$ cat src/rtl/left_turn_sequencer.sv
// Left-side tail-light sequencer: inner-to-outer sweep on ena, all-lamp hazard blink on haz,
// brake lights all lamps only while idle.
// Ports: clk/rst (async active-high), ena/haz/brake requests, left_leds[2:0] (bit0 inner),
// cycle_done (one-cycle pulse after each completed L1-L2-L3 sweep).
module left_turn_sequencer #(
    parameter int STEP_TICKS = 500
) (
    input  logic       clk,
    input  logic       rst,
    input  logic       ena,
    input  logic       haz,
    input  logic       brake,
    output logic [2:0] left_leds,
    output logic       cycle_done
);

    typedef enum logic [2:0] {
        IDLE   = 3'd0,
        L1     = 3'd1,
        L2     = 3'd2,
        L3     = 3'd3,
        HZ_ON  = 3'd4,
        HZ_OFF = 3'd5
    } state_t;

    localparam logic [8:0] LAST = 9'(STEP_TICKS - 1);

    state_t     state;
    logic [8:0] count;
    logic       wrap_pend;   // set on the L3->L1 edge, becomes cycle_done one edge later
    logic       expire;

    assign expire = (count == LAST);

    always_ff @(posedge clk or posedge rst) begin
        if (rst) begin
            state      <= IDLE;
            count      <= 9'd0;
            wrap_pend  <= 1'b0;
            cycle_done <= 1'b0;
        end else begin
            cycle_done <= wrap_pend;
            wrap_pend  <= 1'b0;
            // Hazard preempts anything from a legal non-hazard state; illegal
            // encodings skip this and fall into the default arm below.
            if (haz && (state == IDLE || state == L1 || state == L2 || state == L3)) begin
                state <= HZ_ON;
                count <= 9'd0;
            end else begin
                case (state)
                    HZ_ON, HZ_OFF: begin
                        if (!haz) begin
                            // ena is deliberately not looked at here: one IDLE cycle first
                            state <= IDLE;
                            count <= 9'd0;
                        end else if (expire) begin
                            state <= (state == HZ_ON) ? HZ_OFF : HZ_ON;
                            count <= 9'd0;
                        end else begin
                            count <= count + 9'd1;
                        end
                    end
                    IDLE: begin
                        count <= 9'd0;
                        if (ena) begin
                            state <= L1;
                        end
                    end
                    L1, L2, L3: begin
                        if (!ena) begin
                            state <= IDLE;
                            count <= 9'd0;
                        end else if (expire) begin
                            count <= 9'd0;
                            case (state)
                                L1:      state <= L2;
                                L2:      state <= L3;
                                default: begin
                                    state     <= L1;
                                    wrap_pend <= 1'b1;
                                end
                            endcase
                        end else begin
                            count <= count + 9'd1;
                        end
                    end
                    default: begin
                        state <= IDLE;
                        count <= 9'd0;
                    end
                endcase
            end
        end
    end

    // Pure decode of state so lamps move on the same edge as the state; brake
    // acts combinationally and only in IDLE.
    always_comb begin
        left_leds = 3'b000;
        case (state)
            IDLE:      left_leds = brake ? 3'b111 : 3'b000;
            L1:        left_leds = 3'b001;
            L2:        left_leds = 3'b011;
            L3, HZ_ON: left_leds = 3'b111;
            default:   left_leds = 3'b000;
        endcase
    end

endmodule

$ cat config.mk
export PLATFORM = sky130hd
export DESIGN_NAME = left_turn_sequencer
export DESIGN_NICKNAME = d
export VERILOG_FILES = /design/src/rtl/left_turn_sequencer.sv
export SDC_FILE = /design/constraint.sdc
export NUM_CORES = 1
export LEC_CHECK = 0
export CELL_PAD_IN_SITES_DETAIL_PLACEMENT = 1
export CELL_PAD_IN_SITES_GLOBAL_PLACEMENT = 2
export CORE_MARGIN = 2
export CORE_UTILIZATION = 35
export CTS_BUF_LIST = sky130_fd_sc_hd__clkbuf_16
export CTS_CLUSTER_SIZE = 16
export DETAILED_ROUTE_END_ITERATION = 8
export PLACE_DENSITY_LB_ADDON = 0.15
export SYNTH_ARGS = -nofsm -noshare
export SYNTH_HDL_FRONTEND = slang
export SYNTH_SLANG_ARGS = --single-unit
$ cat constraint.sdc
create_clock -name clk -period 1.9 [get_ports clk]
set_input_delay 0.19 -clock clk [delete_from_list [all_inputs] [get_ports clk]]
set_output_delay 0.19 -clock clk [all_outputs]
set_load 0.02 [all_outputs]
==> qor.csv, run 1 <==
stage,metric,value,unit
yosys,postSynth.topFlopCell,dfrtp_1,
timing,tightest_slew,0.5389,ns
yosys,synth_edf_count,0,
timing,min_period,1.794,ns
critical_path,endpoint,left_leds[1],
critical_path,r2r_cells,4,
final_layout,final_nets,89,
run,cap_violations,0,
critical_path,worstSetupPathType,reg -> out,
final_layout,multi_input_comb_area,411.6,µm²
critical_path,arrival,1.60,ns
worst_hold_path,hold_path_class,in -> async,
pwr,p_leak,0.3920,nW
clocking,clock_sinks,14,
clocking,hold_buffers,0,
timing,clock_skew,0.001605,ns
global_routing,grt_usage,0.1504,
route,drt_iter0_drc,12,
yosys,synth_top_area_cell,dfrtp_1,
yosys,synthesis.nets,76,
critical_path,rrSetupSlack,0.49,ns
yosys,synth_simple_gate_area_frac,0.3029,
placed_design,gp_congestion,0.6963,
final_layout,register_area,351.6,µm²
global_routing,antenna_found_initial,0,
yosys,synth_top_family_by_area,simple AND/OR/NAND/NOR gates,
yosys,yosysTopAreaCellShare,0.4487,
route,detail-route-antenna-nets,0,
timing,relSlewSlack,0.6403,
yosys,yosysSeqAreaShare,0.4487,
status,outcome,"finished, final reports clean",
placed_design,dp_hpwl,1.204,mm
critical_path,required,1.71,ns
route,wire_per_inst,14.82,µm
die,core_area,2170,µm²
final_layout,num-fill-cells,251,
critical_path,worstReg2RegStart,count[0]$_DFF_PP0_,
route,drc,0,
yosys,syn-instance-count,70,
final_layout,layout-drive-gt1-share,0.2346,
final_layout,diodes,0,
global_routing,overflow,0,
die,die_x,51.23,µm
die,start_util,0.3599,
timing,holdWs,0.2996,ns
yosys,synth_compound_area_frac,0.1587,
clocking,cts_tree,built,
pwr,peakVddDrop,0.3843,mV
clocking,clkLatencyLatePin,0.24,ns
pwr,power.density,783.0,nW/µm²
die,dieArea,2625,µm²
route,finalWirelength,1.615,mm
clocking,ctsHtreeMaxLevel,1,
clocking,clockBufferDepth,2,
clocking,numCtsBuffers,3,
yosys,ys_async_sr_fraction,1.000,
yosys,synth_cell_types,36,
critical_path,end_kind,output port,
timing,setup_viol,0,
yosys,yosys_warnings,0,
yosys,synth_most_common_cell,dfrtp_1,
critical_path,cp-startpoint,state[2]$_DFFE_PP0P_,
clocking,path_clk_slew,0.04,ns
yosys,synth_area,780.7,µm²
yosys,synth_fa_ha_area_frac,0.01603,
timing,fin_crit_sh,0.9441,
yosys,synth-seq-cells,14,
die,fp.dieH,51.23,µm
die,io_pins,9,
critical_path,r2r-end,count[4]$_DFF_PP0_,
clocking,cts_root_buf,clkbuf_16,
global_routing,grt_max_degree,15,
timing,timing.fmax,0.5575,GHz
yosys,synth_common_cells,"dfrtp_1 (14), nor2_1 (4), a31oi_1 (3), inv_1 (3), nand2_1 (3)",
route,via_per_inst,5.257,
die,row_count,17,
yosys,synth.mux.area_fraction,0.01282,
timing,drv_slew,0,
global_routing,grt_pass1_wl,2.849,mm
timing,tns,0,ns
yosys,synth.area.top_cells,"dfrtp_1 (45%), a211oi_2 (3.2%), nor3b_2 (3.2%)",
placed_design,io_buffers,8,
final_layout,area_delta_synth_final,25.16,%
route,drt_pre_antenna_iters,4,
yosys,synthXorXnorAreaFrac,0.03365,
yosys,avgSynthCellArea,11.15,µm²
critical_path,critPathLaunchType,flop,
critical_path,crit_fanout,8,
route,vias,573,
global_routing,first_global_vias,583,
timing,hold_violations,0,
timing,rsz0062_at_grt,no,
## through the flow
| step | power [W] | area (µm²) | std cells | setup WS, ns | util |
|---|---|---|---|---|---|
| after floorplan | 0.0003588 | 780.7 | 70 | 0.5485 | - |
| after global placement | 0.0003902 | 900.9 | 106 | 0.2110 | 0.4152 |
| after detailed placement | 0.0003916 | 900.9 | 106 | 0.1948 | 0.4152 |
| after CTS | 0.0007807 | 973.4 | 109 | 0.02414 | 0.4487 |
| after global routing | 0.0008021 | 977.2 | 109 | 0.03187 | 0.4504 |
| final | 0.0007652 | 977.2 | 109 | 0.1062 | 0.4504 |
## cell families (layout without fill, tap and decap cells)
| family | count (synthesis) | count (layout) |
|---|---|---|
| compound gates | 16 | 16 |
| mux | 1 | 1 |
| buf+inv | 5 | 16 |
| simple gates | 30 | 30 |
| fa+ha+maj | 1 | 1 |
| xor+xnor | 3 | 3 |
| flops | 14 | 14 |
## report_power, final
part,internal (W),total [W],switching [W]
clock,0.000274,0.000382,0.000108
sequential,0.000305,0.000311,0.00000648
combinational,0.0000319,0.0000716,0.0000397
## state kept, by name, indices dropped and copies added (netlist names)
register	count
count	9
state	3
cycle_done	1
wrap_pend	1
## worst min-delay path by stage
stage | startpoint | endpoint | cells past startpoint
5_1_grt | wrap_pend$_DFF_PP0_ | cycle_done$_DFF_PP0_ | 0
4_1_cts | rst | count[1]$_DFF_PP0_ | 2
6_report | rst | wrap_pend$_DFF_PP0_ | 2
2_1_floorplan | rst | count[0]$_DFF_PP0_ | 1
3_3_place_gp | wrap_pend$_DFF_PP0_ | cycle_done$_DFF_PP0_ | 0
3_5_place_dp | wrap_pend$_DFF_PP0_ | cycle_done$_DFF_PP0_ | 0
## layout by cell type (no fill, tap or decap), types with 2 or more instances in the layout
| cell | count |
|---|---|
| and3_1 | 2 |
| dlygate4sd2_1 | 2 |
| nor3b_2 | 2 |
| nand3_1 | 2 |
| a31oi_1 | 3 |
| clkbuf_16 | 3 |
| and4_1 | 2 |
| o21a_1 | 2 |
| o21ai_0 | 2 |
| clkdlybuf4s50_1 | 6 |
| inv_1 | 3 |
| dfrtp_1 | 13 |
| nor3_1 | 2 |
| xnor2_1 | 2 |
| nand2_1 | 3 |
| buf_4 | 2 |
| or3_1 | 2 |
| a21oi_1 | 2 |
| nor2_1 | 3 |
| a211oi_2 | 2 |
## critical path, cell delays in order (launching register included)
cell	delay [ns]
dfrtp_2	0.46
nor2_2	0.17
nor2_1	0.05
o21a_1	0.16
clkdlybuf4s50_1	0.53
## metal layers
layer	up-vias	share of wire	GRT usage
met4	0	0.0050	0.07895
li1	286	-	-
met5	-	0	0
met1	275	0.51	0.2011
met2	10	0.46	0.2316
met3	2	0.026	0.02632
## repair_timing
item | in CTS | in global routing
gates resized for setup | 2 | 2
cloned | 0 | 0
setup buffers | 0 | 0
setup endpoints to repair | 2 | 1
## final cells by class
class / instances / area share
Sequential cell: 14 / 0.3598
Multi-Input combinational cell: 51 / 0.4213
Clock buffer: 3 / 0.07682
Tap cell: 28 / 0.03585
Timing Repair Buffer: 10 / 0.09475
Inverter: 3 / 0.01152
No activity file was read; power rests on OpenSTA's default activity.
==> run 2: changes to the inputs <==
- CTS_CLUSTER_DIAMETER: not set -> 200
- SLEW_MARGIN: not set -> 20
==> results of run 2 <==
No change in the layout: final DEF, timing and power equal those of run 1.
==> run 3: changes to the inputs <==
- ABC_CLOCK_PERIOD_IN_PS: not set -> 1900
==> results of run 3 <==
No change in the layout: final DEF, timing and power equal those of run 1.
==> RTL edit (settings of run 3) <==
Encoding of `state_t`: now one-hot (6 bits for 6 states).
--- a/src/rtl/left_turn_sequencer.sv
+++ b/src/rtl/left_turn_sequencer.sv
@@ -15,11 +15,11 @@
 );
 
-    typedef enum logic [2:0] {
-        IDLE   = 3'd0,
-        L1     = 3'd1,
-        L2     = 3'd2,
-        L3     = 3'd3,
-        HZ_ON  = 3'd4,
-        HZ_OFF = 3'd5
+    typedef enum logic [5:0] {
+        IDLE   = 6'b000001,
+        L1     = 6'b000010,
+        L2     = 6'b000100,
+        L3     = 6'b001000,
+        HZ_ON  = 6'b010000,
+        HZ_OFF = 6'b100000
     } state_t;
 
Behaviour: same outputs for any inputs over 10 cycles, from zero or initial values and one cycle with rst high; not proved beyond that.
==> RTL edit against run 3 <==
Final cell count is 74% higher. Sequential cell count up 3. Core utilization up 7.9 points. Total power rose by 120%. Via count increased by 82%. Synthesized area is 36% higher. Wire length increased by 98%. Cell area is 52% higher. Worst setup slack got worse by 0.092 ns. Critical path type is now reg -> reg.
==> RTL edit: results (changes against run 3) <==
* Nonclk buf count at 40 (was 10)
* Worst reg2reg startpoint: state[5]$_DFFE_PP0P_ (was count[0]$_DFF_PP0_)
* Non-clock buffer share of cell area at 20.56% (was 9.475%)
* Placed insts at 184 (was 106)
* Row count at 19 (was 17)
* Placement Cell Area at 1360 um2 (was 900.9 um2)
* Fin cells at 190 (was 109)
* Multi-input gates at 94 (was 51)
* Fin nets at 166 (was 89)
* Tot GR Track Use at 20.08% (was 15.04%)
* Final Total Pwr at 1.717 mW (was 0.7652 mW)
* Registers with the most flip-flops: count: 9 flops, state: 6 flops (was count: 9 flops, state: 3 flops)
* Via/cell ratio at 5.495 (was 5.257)
* Clock Skews at 0.001719 ns (was 0.001605 ns)
* Worst EP arrival at 2.03 ns (was 1.60 ns)
* Post-synth cell types at 39 (was 36)
* Flop2flop setup slack at 0.01 ns (was 0.49 ns)
* HPWL after DPL at 2294 um (was 1204 um)
* WL final at 3195 um (was 1615 um)
* Slowest-stage cell, CP: or4_4 (was clkdlybuf4s50_1)
* GPL Wtd Cong at 0.7885 (was 0.6963)
* Status: completed (unchanged)
* Top post-synthesis cells by area: dfrtp_1 (38%), o21ai_0 (5.7%), nor2_1 (5.3%) (was dfrtp_1 (45%), a211oi_2 (3.2%), nor3b_2 (3.2%))
* Reg2reg path depth at 5 (was 4)
* Vias in the first global route at 1017 (was 583)
* Synth Area in Adders at 1.182% (was 1.603%)
* Clock-cell share at 5.560% (was 7.682%)
* Share of cells above drive strength 1 at 33.96% (was 23.46%)
* Seq/Total Area, Yosys at 40.31% (was 44.87%)
* Starting DRC count in detailed routing at 14 (was 12)
* LEAKAGE at 0.6828 nW (was 0.3920 nW)
* Delay-heaviest family, CP: simple AND/OR/NAND/NOR gates (was buffers and inverters)
* Delay of the slowest cell on the worst path at 0.49 ns (was 0.53 ns)
* Clk_lat worst skew at 0.26 ns (was 0.24 ns)
* Syn_nets at 127 (was 76)
* Sequential group power at 0.447 mW (was 0.311 mW)
* Placement Setup Slack at -0.06459 ns (was 0.1948 ns)
* Relative slew slack at 54.12% (was 64.03%)
* Peak supply drop at 0.0005901 V (was 0.0003843 V)
* Area of the multi-input gates at 614.3 um2 (was 411.6 um2)
[RTL edit: cell types whose count changed in the layout (fill, tap and decap cells not counted), sizes merged, moves of 3 or more]
| cell | change |
|---|---|
| buf | +31 |
| nand3 | +4 |
| nor2 | +11 |
| nor3b | -3 |
| a31oi | -3 |
| o21ai | +10 |
| a211oi | -3 |
| nor2b | +3 |
| xor2 | +5 |
| nand2 | +9 |
[RTL edit: how the worst max path moves through the flow]
| stage | from | slack (ns) | depth (start not counted) | endpoint |
|---|---|---|---|---|
| after floorplan | count[0]$_DFF_PP0_ | 0.03 | 6 | state[2]$_DFFE_PP0P_ |
| after global placement | state[0]$_DFFE_PP1P_ | 0.02 | 6 | left_leds[0] |
| after detailed placement | state[0]$_DFFE_PP1P_ | -0.06 | 5 | left_leds[0] |
| after CTS | state[0]$_DFFE_PP1P_ | -0.02 | 6 | state[2]$_DFFE_PP0P_ |
| after global routing | state[2]$_DFFE_PP0P_ | -0.10 | 6 | state[2]$_DFFE_PP0P_ |
| final | state[5]$_DFFE_PP0P_ | 0.01 | 5 | state[2]$_DFFE_PP0P_ |
[RTL edit: timing repair]
action,CTS,global route
hold endpoints to repair,0,0
resized for setup,5,15
endpoints found under the setup margin,5,13
buffers inserted,0,2
pin swaps,0,3
[RTL edit: per-layer routing]
| metal | up-vias | wire length, um | GRT usage (%) |
|---|---|---|---|
| li1 | 502 | - | - |
| met2 | 26 | 1421 | 28.89 |
| met4 | 0 | 76 | 10.71 |
| met3 | 5 | 126 | 3.493 |
| met5 | - | 0 | 0 |
| met1 | 511 | 1570 | 28.67 |
[RTL edit: cell families (layout without fill, tap and decap cells)]
group           Yosys count  after routing
fa+ha+maj                 1              1
compound gates           27             27
flops                    17             17
simple gates             58             58
xor+xnor                  8              8
buf+inv                  10             48
